**src/rtl/pc_fetch_pkg.sv**
```systemverilog
// pc_fetch_pkg: shared CPU fetch types and constants
package pc_fetch_pkg;
  typedef enum logic [1:0] {
    REQ  = 2'd0,
    WAIT = 2'd1,
    HOLD = 2'd2
  } fetch_state_t;
  localparam logic [31:0] PC_INC = 32'd4;
  localparam logic [31:0] RESET_PC_DEFAULT = 32'h0000_0000;
  function automatic logic [31:0] word_align(input logic [31:0] a);
    return {a[31:2], 2'b00};
  endfunction
endpackage

```
**src/rtl/pc_fetch.sv**
```systemverilog
// pc_fetch: PC register and single-outstanding instruction fetch with one-entry hand-off
module pc_fetch
  import pc_fetch_pkg::*;
#(
  parameter logic [31:0] RESET_PC = RESET_PC_DEFAULT
) (
  input  logic        clk,
  input  logic        reset,
  input  logic        redirect,
  input  logic [31:0] redirect_pc,
  output logic        imem_req_valid,
  input  logic        imem_req_ready,
  output logic [31:0] imem_addr,
  input  logic        imem_rsp_valid,
  input  logic [31:0] imem_rsp_data,
  output logic        inst_valid,
  input  logic        inst_ready,
  output logic [31:0] inst,
  output logic [31:0] inst_pc
);
  fetch_state_t state;
  logic [31:0] pc;
  logic [31:0] req_pc;
  logic squash;
  logic [31:0] target;
  assign target = word_align(redirect_pc);
  assign imem_addr = pc;
  assign imem_req_valid = (state == REQ) && !reset;
  assign inst_valid = (state == HOLD) && !redirect && !reset;
  always_ff @(posedge clk) begin
    if (reset) begin
      state <= REQ;
      pc <= RESET_PC;
      req_pc <= '0;
      squash <= 1'b0;
      inst <= '0;
      inst_pc <= '0;
    end else begin
      unique case (state)
        REQ: begin
          if (imem_req_ready) begin
            req_pc <= pc;
            pc <= redirect ? target : pc + PC_INC;
            squash <= redirect;
            state <= WAIT;
          end else if (redirect) begin
            pc <= target;
          end
        end
        WAIT: begin
          if (redirect) pc <= target;
          if (imem_rsp_valid) begin
            squash <= 1'b0;
            if (squash || redirect) begin
              state <= REQ;
            end else begin
              inst <= imem_rsp_data;
              inst_pc <= req_pc;
              state <= HOLD;
            end
          end else if (redirect) begin
            squash <= 1'b1;
          end
        end
        HOLD: begin
          if (redirect) begin
            pc <= target;
            state <= REQ;
          end else if (inst_ready) begin
            state <= REQ;
          end
        end
        default: state <= REQ;
      endcase
    end
  end
endmodule

```
**config.mk**
```make
export PLATFORM = sky130hd
export DESIGN_NAME = pc_fetch
export DESIGN_NICKNAME = d
export VERILOG_FILES = /design/src/rtl/pc_fetch_pkg.sv /design/src/rtl/pc_fetch.sv
export SDC_FILE = /design/constraint.sdc
export NUM_CORES = 1
export LEC_CHECK = 0
export BUFFER_PORTS_ARGS = -buffer_cell sky130_fd_sc_hd__buf_2
export CAP_MARGIN = 10
export CELL_PAD_IN_SITES_DETAIL_PLACEMENT = 0
export CELL_PAD_IN_SITES_GLOBAL_PLACEMENT = 2
export CORE_ASPECT_RATIO = 1.5
export CORE_MARGIN = 5
export CORE_UTILIZATION = 31
export DETAILED_ROUTE_END_ITERATION = 10
export PLACE_DENSITY = 0.92
export SYNTH_ARGS = -nofsm -noshare
export SYNTH_HDL_FRONTEND = slang
export SYNTH_SLANG_ARGS = --single-unit
```
**constraint.sdc**
```tcl
create_clock -name clk -period 3.5 [get_ports clk]
set_input_delay 0.7 -clock clk [delete_from_list [all_inputs] [get_ports clk]]
set_output_delay 0.7 -clock clk [all_outputs]
set_load 0.01 [all_outputs]
```
==> impl_summary.txt, run 1 <==
----------------------------------------------------
[Timing]
  Setup repair after global routing missed its margin ... no
  Slew margin rel. ... 31.6%
  Fraction of the cycle the final worst path needs ... 66.9%
  Setup tns final ... 0 ns
  Slew of the pin with the lowest slew margin ... 1.02 ns
  Max-slew violations ... 0
  Maximum clock frequency ... 427 MHz
  Final setup violation count ... 0
  Min Tclk post-route ... 2.34 ns
  Final hold violation count ... 0
  Clock skew ... 0.00867 ns

[Finish]
  Layout cells sized above 1 ... 25.6%
  Fin util ... 40.3%
  Final instance area ... 7260 um^2
  Relative area change from synthesis to final layout ... 27.4%
  Final antenna diode count ... 0
  Layout fillers ... 1932
  Final #Nets ... 947
  Count of non-filler cells in the finished layout ... 1102

[Clock tree]
  Max Root-Sink Buffers ... 2
  Later-pin clock latency in the skew report ... 0.42 ns
  Clock tree from TritonCTS ... done
  Number of gates resized after CTS ... 0
  H-tree depth reported by CTS ... 4
  CTS buffer count ... 17
  Hold-fix buffers, CTS ... 0
  Library cell used as clock root buffer ... sky130_fd_sc_hd__clkbuf_16
  Clk slew on worst S/H paths ... 0.07 ns
  # Post-CTS Setup Buffers ... 0
  Count of clock tree sinks ... 131

[Hold path]
  Hold Path Class ... reg2reg
  Hold path depth ... 2
  Launch instance of the worst min-delay path ... req_pc[19]$_SDFFE_PP0P_
  Hold path endpoint ... inst_pc[19]$_SDFFE_PP0P_

[Logic synthesis]
  Cell area after technology mapping ... 5700 um^2
  Area leader, netlist ... sky130_fd_sc_hd__dfxtp_1
  Compound-gate portion of the synthesized area ... 21.1%
  Post-synthesis xor/xnor area fraction ... 0%
  Number of nets produced by synthesis ... 808
  Largest family of logic cells by synthesized area ... simple AND/OR/NAND/NOR gates
  Fraction of synthesized area in multiplexers ... 0.966%
  Most used standard cells in the synthesized netlist ... sky130_fd_sc_hd__nand2_1 (206), sky130_fd_sc_hd__dfxtp_1 (131), sky130_fd_sc_hd__a21oi_1 (114), sky130_fd_sc_hd__clkbuf_1 (46), sky130_fd_sc_hd__nor2_1 (31)
  Top_reg_cell synth ... sky130_fd_sc_hd__dfxtp_1
  Cell with the most instances after synthesis ... sky130_fd_sc_hd__nand2_1
  Seq/Total Area, Yosys ... 46.0%
  Synth top area cells ... sky130_fd_sc_hd__dfxtp_1 (46%), sky130_fd_sc_hd__nand2_1 (14%), sky130_fd_sc_hd__a21oi_1 (10%)
  Post-synthesis cell type count ... 65
  Simple logic cell fraction of the synthesized area ... 25.8%
  Flops & latches, synth ... 131
  Syn Inst Count ... 733
  Top cell type's share of synthesized area ... 46.0%
  Post-Syn Area per Cell ... 7.77 um^2
  Total number of yosys warnings ... 0
  EDFF count, synth ... 0
  Synth Area in Adders ... 1.10%
  Ys async rst share ... 0%

[Global route]
  Via count of the first global-routing pass ... 5342
  Maximum number of pins on one net before global-route repair ... 65
  Grt total ovfl ... 0
  Antenna violations before repair ... 0
  Wire length of the first global-routing pass ... 29.5 mm
  Global router's overall resource usage ... 17.3%

[Pwr]
  PnR Total Power ... 3.67 mW
  Switching power share of the total ... 28.5%
  Switching component of the power ... 1.05 mW
  Pwr dens ... 506 nW/um^2
  Relative contribution of the clock network to total power ... 46.6%
  P_int ... 2.63 mW
  Static Leak ... 2.95 nW
  Highest ir drop seen on vdd ... 0.000327 V
  Part of the power in registers ... 43.9%
  Combinational group share of total power ... 9.5%

[Worst setup path]
  Number of cells traversed by the worst register-to-register path ... 6
  Worst flop-to-flop path startpoint ... state[0]$_SDFFE_PP0P_
  Data arrival time of the critical path ... 2.69 ns
  Worst Setup Start Kind ... flop
  Worst R2R End ... imem_addr[17]$_SDFFE_PP0P_
  Critical path endpoint category ... flop
  Kind of cell adding the most delay to the critical path ... simple AND/OR/NAND/NOR gates
  CP peak stage delay ... 0.56 ns
  Worst path required time ... 3.85 ns
  Crit-path slowest cell ... sky130_fd_sc_hd__or4_4
  Cell chain of the critical path ... inv_1 -> ha_1 -> nand4b_1 -> or4_4 -> or4_1 -> a31oi_1
  Critical Path Fanout Max ... 7
  Register-to-register setup slack ... 1.16 ns
  Path type of the worst setup path ... reg2reg
  Buffering stage count on the worst path with inverters included ... 1

[Place]
  Final HPWL from detailed placement ... 12.8 mm
  Port-buffer cells ... 165
  Cell count after placement ... 1070
  Global placement routability congestion ... 0.812
  Area after DPL ... 6700 um^2

[Detailed routing]
  Post-route antenna net violation count ... 0
  Total wirelength of the detailed-routed design ... 18.4 mm
  Initial DRC Count ... 290
  Via density per instance ... 5.11
  Total via count after detailed routing ... 5635
  Number of remaining DRC errors ... 0
  Mean routed wirelength per cell ... 16.7 um
  Number of optimization iterations in the first detailed-route pass ... 5

[Die]
  Core Area ... 18000 um^2
  Die Span Y ... 176 um
  DIE WIDTH ... 121 um
  Effective utilization at floorplan ... 31.6%
  Placement Rows ... 60
  Number of I/O pins ... 168
  Die ar. ... 21200 um^2

[Flow run]
  Number of violations of the max-capacitance limit ... 0

[Outcome]
  Status ... completed

----------------------------------------------------
worst reg2reg max path, delay by kind of cell (launching register included):
family | cells | cell delay (ns)
fa+ha+maj | 1 | 0.38
flops | 1 | 0.39
buf+inv | 1 | 0.09
compound gates | 1 | 0.16
simple gates | 3 | 1.25
worst max path at each step:
stage / from / endpoint / slack (ns) / cells after the start
after floorplan: reset / imem_req_valid / 1.22 / 4
after global placement: redirect / inst_pc[14]$_SDFFE_PP0P_ / 1.07 / 6
after detailed placement: redirect / inst_pc[10]$_SDFFE_PP0P_ / 1.06 / 6
after CTS: state[0]$_SDFFE_PP0P_ / imem_addr[17]$_SDFFE_PP0P_ / 1.17 / 6
after global routing: state[0]$_SDFFE_PP0P_ / imem_addr[24]$_SDFFE_PP0P_ / 1.06 / 7
final: state[0]$_SDFFE_PP0P_ / imem_addr[17]$_SDFFE_PP0P_ / 1.16 / 6
metal layers:
layer | global-route usage [%] | vias up | share of wire, %
li1 | - | 2847 | -
met1 | 21.9 | 2589 | 43
met2 | 29.4 | 171 | 49
met3 | 2.92 | 28 | 5.1
met4 | 6.90 | 0 | 2.3
met5 | 0 | - | 0
sequential cells by signal, indices dropped and copies added, names as in the netlist:
register,flops
imem_addr,32
inst,32
inst_pc,32
req_pc,32
state,2
squash,1
power groups by stage:
stage / logic, mW / clock network, mW / registers (mW)
after floorplan: 0.202 / 0 / 1.63
after global placement: 0.352 / 0 / 1.64
after detailed placement: 0.354 / 0 / 1.64
after CTS: 0.355 / 1.76 / 1.61
after global routing: 0.394 / 1.83 / 1.62
final: 0.349 / 1.71 / 1.61
layout make-up:
| class | instances | area [um^2] | area share, % |
|---|---|---|---|
| multi-input combinational | 530 | 2800 | 38.5 |
| sequential | 131 | 2620 | 36.1 |
| timing repair buffer | 179 | 958 | 13.2 |
| clock buffer | 17 | 425 | 5.86 |
| tap | 217 | 272 | 3.74 |
| clock inverter | 15 | 136 | 1.88 |
| inverter | 13 | 48.8 | 0.672 |
stage by stage:
step                      hold slack [ns]  setup WS (ns)
after floorplan                     0.432           1.22
final                               0.449           1.16
after detailed placement            0.443           1.06
after CTS                           0.450           1.17
after global routing                0.459           1.06
after global placement              0.438           1.07
layout by cell type, fill, tap and decap left out, types with 9 or more instances in the layout:
master                        n
sky130_fd_sc_hd__nand2_1    205
sky130_fd_sc_hd__buf_2      164
sky130_fd_sc_hd__dfxtp_1    131
sky130_fd_sc_hd__a21oi_1    114
sky130_fd_sc_hd__nor2_1      31
sky130_fd_sc_hd__clkbuf_16   17
sky130_fd_sc_hd__nand4_1     14
sky130_fd_sc_hd__buf_4       13
sky130_fd_sc_hd__inv_1       12
sky130_fd_sc_hd__nand3_1     12
sky130_fd_sc_hd__o21ai_0     11
sky130_fd_sc_hd__a31oi_1      9
cells by family after synthesis:
logic type,count (synthesis)
adder cells (fa/ha/maj),5
AND/OR/NAND/NOR,324
AO/OA/AOI/OAI,196
multiplexers,5
buffers and inverters,72
flip-flops,131
Note: power is estimated with default switching activity, not from simulation.
==> run 2: changes to the inputs <==
Settings changed: ABC_AREA set to 1, CORE_UTILIZATION 31 to 25, PLACE_DENSITY 0.92 to 0.82.
Clock period 3.5 ns to 2.1 ns, I/O delays scaled along.
==> run 2 against run 1 <==
Critical path depth increased by 4. Critical endpoint is now imem_addr[12]$_SDFFE_PP0P_. Register-to-register slack got worse by 0.98 ns. Highest routed layer unchanged. Area after synthesis increased by 5.7%.
==> impl_summary.txt, run 2 <==
----------------------------------------------------
[Hold path]
  Hold path depth ... 3 (+1)
  Hold path endpoint ... imem_addr[15]$_SDFFE_PP0P_
  Hold Path Class ... in2reg
  Launch instance of the worst min-delay path ... redirect_pc[15]

[Timing]
  Final setup violation count ... 0 (unchanged)
  Final hold violation count ... 0 (unchanged)
  Worst Hold Margin ... 0.260 ns (-0.190 ns)
  Slew of the pin with the lowest slew margin ... 0.454 ns (-0.563 ns)
  Min Tclk post-route ... 1.92 ns (-0.418 ns)
  Fraction of the cycle the final worst path needs ... 91.6% (+25 points)
  Max-slew violations ... 0 (unchanged)
  Setup repair after global routing missed its margin ... no
  Setup tns final ... 0 ns (unchanged)
  Worst-case setup margin in the final layout ... 0.176 ns (-0.982 ns)
  Clock skew ... 0.0117 ns (+0.00300 ns)
  Slew margin rel. ... 69.7% (+38 points)
  Maximum clock frequency ... 520 MHz (+22%)

[Logic synthesis]
  Most used standard cells in the synthesized netlist ... sky130_fd_sc_hd__nand2_1 (182), sky130_fd_sc_hd__dfxtp_1 (131), sky130_fd_sc_hd__a21oi_1 (116), sky130_fd_sc_hd__nand3_1 (96), sky130_fd_sc_hd__inv_1 (76)
  Ys async rst share ... 0% (unchanged)
  Total number of yosys warnings ... 0 (unchanged)
  Post-Syn Area per Cell ... 7.10 um^2 (-8.6%)
  EDFF count, synth ... 0 (unchanged)
  Syn Inst Count ... 848 (+16%)
  Cell with the most instances after synthesis ... sky130_fd_sc_hd__nand2_1
  Top_reg_cell synth ... sky130_fd_sc_hd__dfxtp_1
  Top cell type's share of synthesized area ... 43.5% (-2.5 points)
  Seq/Total Area, Yosys ... 43.5% (-2.5 points)
  Area leader, netlist ... sky130_fd_sc_hd__dfxtp_1
  Number of nets produced by synthesis ... 923 (+14%)
  Cell area after technology mapping ... 6020 um^2 (+5.7%)
  Flops & latches, synth ... 131 (unchanged)
  Synth top area cells ... sky130_fd_sc_hd__dfxtp_1 (44%), sky130_fd_sc_hd__nand2_1 (11%), sky130_fd_sc_hd__a21oi_1 (9.6%)
  Post-synthesis cell type count ... 34 (-48%)

[Finish]
  Commonest non-fill, non-tap cells in the layout ... sky130_fd_sc_hd__nand2_1 (181), sky130_fd_sc_hd__buf_2 (165), sky130_fd_sc_hd__dfxtp_1 (131), sky130_fd_sc_hd__a21oi_1 (116), sky130_fd_sc_hd__nand3_1 (96)
  Relative area change from synthesis to final layout ... 30.3%
  Count of non-filler cells in the finished layout ... 1346 (+22%)
  Layout cells sized above 1 ... 25.0% (-0.63 points)
  Fin util ... 33.1% (-7.2 points)
  Final antenna diode count ... 0 (unchanged)
  Layout fillers ... 2635 (+36%)
  Final instance area ... 7850 um^2 (+8.1%)
  Most common cell after layout, fill and taps aside ... sky130_fd_sc_hd__nand2_1
  Final #Nets ... 1089 (+15%)

[Pwr]
  PnR Total Power ... 7.75 mW (+110%)
  Switching power share of the total ... 32.6% (+4.1 points)
  Highest ir drop seen on vdd ... 0.000630 V (+92%)
  Relative contribution of the clock network to total power ... 37.7% (-8.9 points)
  P_int ... 5.22 mW (+99%)
  Static Leak ... 3.40 nW (+15%)
  Part of the power in registers ... 39.5% (-4.4 points)
  Pwr dens ... 988 nW/um^2 (+95%)
  Switching component of the power ... 2.53 mW (+140%)
  Combinational group share of total power ... 22.8% (+13 points)

[Clock tree]
  CTS buffer count ... 17 (unchanged)
  Count of clock tree sinks ... 131 (unchanged)
  H-tree depth reported by CTS ... 4 (unchanged)
  Clock tree from TritonCTS ... done
  Clk slew on worst S/H paths ... 0.06 ns (about the same)
  Library cell used as clock root buffer ... sky130_fd_sc_hd__clkbuf_16
  Number of gates resized after CTS ... 0 (unchanged)
  Max Root-Sink Buffers ... 2 (unchanged)
  Later-pin clock latency in the skew report ... 0.43 ns (about the same)

[Die]
  Core Area ... 23700 um^2 (+32%)
  Placement Rows ... 69 (+15%)
  Effective utilization at floorplan ... 25.4% (-6.3 points)
  Number of I/O pins ... 168 (unchanged)
  Die Span Y ... 200 um (+14%)
  Die ar. ... 27400 um^2 (+29%)
  DIE WIDTH ... 137 um (+13%)

[Worst setup path]
  Worst path required time ... 2.46 ns (-1.39 ns)
  Register-to-register setup slack ... 0.18 ns (-0.98 ns)
  Data arrival time of the critical path ... 2.28 ns (-0.41 ns)
  Kind of cell adding the most delay to the critical path ... simple AND/OR/NAND/NOR gates
  Worst R2R End ... imem_addr[12]$_SDFFE_PP0P_
  Number of cells traversed by the worst register-to-register path ... 10 (+4)
  Critical path endpoint category ... flop
  Crit-path slowest cell ... sky130_fd_sc_hd__dfxtp_1
  Worst flop-to-flop path startpoint ... state[0]$_SDFFE_PP0P_
  CP peak stage delay ... 0.38 ns (-0.18 ns)
  Cell chain of the critical path ... inv_1 -> ha_1 -> nor2_8 -> nand4_2 -> nor2_4 -> buf_4 -> nand2_2 -> o21ai_2 -> nand3_1 -> a21oi_1
  Critical Path Fanout Max ... 4 (-3)
  Path type of the worst setup path ... reg2reg
  Buffering stage count on the worst path with inverters included ... 2 (+1)
  Worst Setup Start Kind ... flop

[Place]
  Cell count after placement ... 1312 (+23%)
  Area after DPL ... 7250 um^2 (+8.3%)
  Final HPWL from detailed placement ... 16.0 mm (+25%)
  Global placement routability congestion ... 0.829 (+2.1%)
  Port-buffer cells ... 165 (unchanged)
  Pre-CTS worst setup slack ... 0.0811 ns (-0.975 ns)

[Global route]
  Global router's overall resource usage ... 15.4% (-2.0 points)
  Maximum number of pins on one net before global-route repair ... 47 (-28%)
  Wire length of the first global-routing pass ... 32.8 mm (+11%)
  Grt total ovfl ... 0 (unchanged)
  Antenna violations before repair ... 0 (unchanged)
  Via count of the first global-routing pass ... 5983 (+12%)

[Detailed routing]
  Total wirelength of the detailed-routed design ... 20.9 mm (+14%)
  Initial DRC Count ... 242 (-17%)
  Total via count after detailed routing ... 6074 (+7.8%)
  Post-route antenna net violation count ... 0 (unchanged)
  Via density per instance ... 4.51 (-12%)
  Number of remaining DRC errors ... 0 (unchanged)
  Mean routed wirelength per cell ... 15.6 um (-7.0%)
  Number of optimization iterations in the first detailed-route pass ... 4 (-1)

[Flow run]
  Number of violations of the max-capacitance limit ... 0 (unchanged)

[Outcome]
  Status ... completed

----------------------------------------------------
run 2: what timing repair did:
action,4_1_cts,5_1_grt
hold buffers,0,0
setup buffers,0,2
endpoints found under the setup margin,0,5
run 2: layer usage:
metal | part of all wire (%) | GRT usage (%) | vias up
met5 | 0 | 0 | -
met4 | 1.4 | 5.51 | 0
met3 | 4.9 | 3.31 | 20
met2 | 52 | 27.0 | 142
met1 | 42 | 18.2 | 2761
li1 | - | - | 3151
run 2: cells by family (layout without fill, tap and decap cells):
kind of cell | count (synthesis) | count (layout) | share of synthesized area [%]
simple gates | 372 | 372 | 27.6
compound gates | 203 | 203 | 17.9
buf+inv | 134 | 313 | 9.45
flops | 131 | 131 | 43.5
fa+ha+maj | 5 | 5 | 1.04
xor+xnor | 3 | 3 | 0.436
run 2: worst max-delay path by stage:
stage	from	end	slack (ns)	cells after the start
after floorplan	state[0]$_SDFFE_PP0P_	imem_addr[24]$_SDFFE_PP0P_	0.36	10
after global placement	state[0]$_SDFFE_PP0P_	imem_addr[24]$_SDFFE_PP0P_	0.10	10
after detailed placement	state[0]$_SDFFE_PP0P_	imem_addr[24]$_SDFFE_PP0P_	0.08	10
after CTS	state[0]$_SDFFE_PP0P_	imem_addr[12]$_SDFFE_PP0P_	0.08	10
after global routing	state[0]$_SDFFE_PP0P_	imem_addr[24]$_SDFFE_PP0P_	0.03	10
final	state[0]$_SDFFE_PP0P_	imem_addr[12]$_SDFFE_PP0P_	0.18	10
run 2: cell type report:
| class | count | area (um^2) | area share [%] |
|---|---|---|---|
| multi-input cells | 583 | 2840 | 36.2 |
| flip-flops and latches | 131 | 2620 | 33.4 |
| repair buffers | 199 | 1090 | 13.9 |
| clock buffers | 20 | 447 | 5.69 |
| well taps | 319 | 399 | 5.09 |
| inverters | 82 | 310 | 3.95 |
| clock inverters | 12 | 134 | 1.71 |
run 2: tightest hold or removal path, delay by kind of cell:
family	cells	cell delay, ns
compound gates	1	0.09
buf+inv	2	0.14
run 2: power by group through the flow:
stage / sequential, mW / clock, mW / combinational, mW
floorplan: 3.12 / 0 / 1.09
global placement: 3.12 / 0 / 1.78
detailed placement: 3.12 / 0 / 1.78
CTS: 3.07 / 3.02 / 1.79
global route: 3.11 / 3.11 / 2.01
finish: 3.06 / 2.92 / 1.77
==> run 3: changes to the inputs <==
Settings changed: CELL_PAD_IN_SITES_DETAIL_PLACEMENT 0 to not set, CELL_PAD_IN_SITES_GLOBAL_PLACEMENT 2 to not set, CORE_MARGIN 5 to 8, CORE_UTILIZATION 25 to 47, PLACE_DENSITY 0.82 to 0.83.
==> run 3 against run 2 <==
Non-clock buffer count is 13 lower. Sequential share of layout area is 0.87 points higher. Power is 3.9% higher. Utilization is 28 points higher. Clock-buffer cell count stayed put. Flip-flop and latch count stayed put. Clock power is 12% higher. Setup slack better by 0.040 ns. First-iteration DRC count is 87% higher. Largest power group is now the clock network.
==> impl_summary.txt, run 3 (same netlist as run 2, synthesis figures left out) <==
----------------------------------------------------
[Outcome]
  Status ... completed

[Detailed routing]
  Via density per instance ... 5.39 (+20%)
  Initial DRC Count ... 452 (+87%)
  Post-route antenna net violation count ... 0 (unchanged)
  Total via count after detailed routing ... 6310 (+3.9%)
  Number of remaining DRC errors ... 0 (unchanged)
  Number of optimization iterations in the first detailed-route pass ... 5 (+1)
  Total wirelength of the detailed-routed design ... 18.5 mm (-12%)
  Mean routed wirelength per cell ... 15.8 um (+1.5%)

[Timing]
  Max-slew violations ... 0 (unchanged)
  Slew of the pin with the lowest slew margin ... 0.481 ns (+0.0264 ns)
  Final hold violation count ... 0 (unchanged)
  Maximum clock frequency ... 531 MHz (+2.1%)
  Min Tclk post-route ... 1.88 ns (-0.0400 ns)
  Worst-case setup margin in the final layout ... 0.216 ns (+0.0400 ns)
  Setup tns final ... 0 ns (unchanged)
  Clock skew ... 0.00845 ns (-0.00321 ns)
  Setup repair after global routing missed its margin ... no
  Final setup violation count ... 0 (unchanged)
  Slew margin rel. ... 67.7% (-2.0 points)
  Fraction of the cycle the final worst path needs ... 89.7% (-1.9 points)

[Die]
  Core Area ... 12500 um^2 (-47%)
  Die Span Y ... 155 um (-23%)
  Number of I/O pins ... 168 (unchanged)
  DIE WIDTH ... 108 um (-21%)
  Die ar. ... 16800 um^2 (-39%)
  Effective utilization at floorplan ... 48.1% (+23 points)
  Placement Rows ... 50 (-28%)

[Worst setup path]
  Worst Setup Start Kind ... flop
  CP dominant cell by count ... sky130_fd_sc_hd__inv_1
  Critical path endpoint category ... flop
  Cell chain of the critical path ... inv_1 -> ha_1 -> nor2_8 -> nand4_2 -> buf_4 -> inv_1 -> nand2_1 -> nor3_1 -> o21ai_0 -> a21oi_1
  Critical Path Fanout Max ... 4 (unchanged)
  Worst path required time ... 2.44 ns (-0.02 ns)
  CP peak stage delay ... 0.38 ns (about the same)
  Path type of the worst setup path ... reg2reg
  Data arrival time of the critical path ... 2.22 ns (-0.06 ns)
  Crit-path slowest cell ... sky130_fd_sc_hd__dfxtp_1

[Finish]
  Most common cell after layout, fill and taps aside ... sky130_fd_sc_hd__nand2_1
  Final antenna diode count ... 0 (unchanged)
  Layout cells sized above 1 ... 24.2% (-0.86 points)
  Layout fillers ... 1142 (-57%)
  Commonest non-fill, non-tap cells in the layout ... sky130_fd_sc_hd__nand2_1 (181), sky130_fd_sc_hd__buf_2 (165), sky130_fd_sc_hd__dfxtp_1 (131), sky130_fd_sc_hd__a21oi_1 (116), sky130_fd_sc_hd__nand3_1 (96)
  Final instance area ... 7650 um^2 (-2.5%)
  Count of non-filler cells in the finished layout ... 1170 (-13%)
  Fin util ... 61.1% (+28 points)
  Relative area change from synthesis to final layout ... 27.0%
  Final #Nets ... 1076 (-1.2%)
  Area taken by flip-flops and latches ... 2620 um^2 (unchanged)
  Multi-input gate area in the final layout ... 2840 um^2 (unchanged)

[Global route]
  Maximum number of pins on one net before global-route repair ... 88 (+87%)
  Via count of the first global-routing pass ... 6173 (+3.2%)
  Wire length of the first global-routing pass ... 29.5 mm (-9.9%)
  Grt total ovfl ... 0 (unchanged)
  Global router's overall resource usage ... 21.8% (+6.4 points)
  Antenna violations before repair ... 0 (unchanged)

[Place]
  Cell count after placement ... 1138 (-13%)
  Final HPWL from detailed placement ... 13.1 mm (-18%)
  Pre-CTS worst setup slack ... 0.235 ns (+0.154 ns)
  Port-buffer cells ... 165 (unchanged)
  Global placement routability congestion ... 0.906 (+9.3%)
  Area after DPL ... 6990 um^2 (-3.6%)

[Clock tree]
  Library cell used as clock root buffer ... sky130_fd_sc_hd__clkbuf_16
  Hold-fix buffers, CTS ... 0 (unchanged)
  H-tree depth reported by CTS ... 4 (unchanged)
  Clock tree from TritonCTS ... done
  CTS buffer count ... 17 (unchanged)
  Clk slew on worst S/H paths ... 0.06 ns (about the same)
  Count of clock tree sinks ... 131 (unchanged)
  Later-pin clock latency in the skew report ... 0.41 ns (-0.02 ns)
  # Post-CTS Setup Buffers ... 0 (unchanged)
  Number of gates resized after CTS ... 0 (unchanged)
  Max Root-Sink Buffers ... 2 (unchanged)

[Hold path]
  Hold Path Class ... in2reg

[Pwr]
  Pwr dens ... 1050 nW/um^2 (+6.6%)
  Static Leak ... 3.39 nW (-0.35%)
  Highest ir drop seen on vdd ... 0.000571 V (-9.3%)

[Flow run]
  Number of violations of the max-capacitance limit ... 0 (unchanged)

----------------------------------------------------
run 3: cell count changes in the layout (fill, tap and decap cells not counted):
cell / previous run / this run
sky130_fd_sc_hd__buf_12: 1 / 3
sky130_fd_sc_hd__buf_4: 33 / 18
sky130_fd_sc_hd__bufinv_16: 2 / 5
sky130_fd_sc_hd__clkbuf_1: 2 / 1
sky130_fd_sc_hd__clkbuf_8: 1 / 2
sky130_fd_sc_hd__clkinv_4: 3 / 1
sky130_fd_sc_hd__clkinvlp_4: 5 / 2
sky130_fd_sc_hd__inv_6: 0 / 2
run 3: final timing paths:
| kind | startpoint | to | slack [ns] | cells past startpoint |
|---|---|---|---|---|
| max | state[0]$_SDFFE_PP0P_ | imem_addr[16]$_SDFFE_PP0P_ | 0.22 | 10 |
| min | redirect_pc[15] | imem_addr[15]$_SDFFE_PP0P_ | 0.25 | 3 |
| max reg2reg | state[0]$_SDFFE_PP0P_ | imem_addr[16]$_SDFFE_PP0P_ | 0.22 | 10 |
| min reg2reg | inst[11]$_SDFFE_PP0P_ | inst[11]$_SDFFE_PP0P_ | 0.46 | 2 |
run 3: layer usage:
| metal | share of wire [%] | track usage, % | up-vias |
|---|---|---|---|
| met4 | 2.8 | 10.6 | 0 |
| met1 | 39 | 24.5 | 2904 |
| met3 | 7.0 | 4.58 | 43 |
| met2 | 51 | 37.7 | 253 |
| li1 | - | - | 3110 |
| met5 | 0 | 0 | - |
run 3: worst max-delay path: cells and delay by family (launching register included):
kind                     cells  cell delay [ns]
AND/OR/NAND/NOR              4             0.50
flip-flops                   1             0.38
adder cells (fa/ha/maj)      1             0.38
buffers and inverters        3             0.32
AO/OA/AOI/OAI                2             0.23
run 3: layout make-up:
type / count / share of cell area, %
repair buffers: 186 / 13.3
clock inverters: 12 / 2.63
inverters: 82 / 4.06
well taps: 156 / 2.55
flip-flops and latches: 131 / 34.3
clock buffers: 20 / 5.97
multi-input cells: 583 / 37.2
run 3: through the flow:
step	total power, mW	hold WS, ns
floorplan	4.21	0.439
finish	8.05	0.247
global placement	4.75	0.445
global route	8.44	0.259
CTS	8.08	0.236
detailed placement	4.80	0.449
run 3: power by group:
part	switching [mW]	leakage [nW]	total (mW)	internal, mW
clock	1.10	0.317	3.28	2.18
sequential	0.268	1.07	3.08	2.81
combinational	1.09	2.00	1.69	0.603
total	2.46	3.39	8.05	5.59
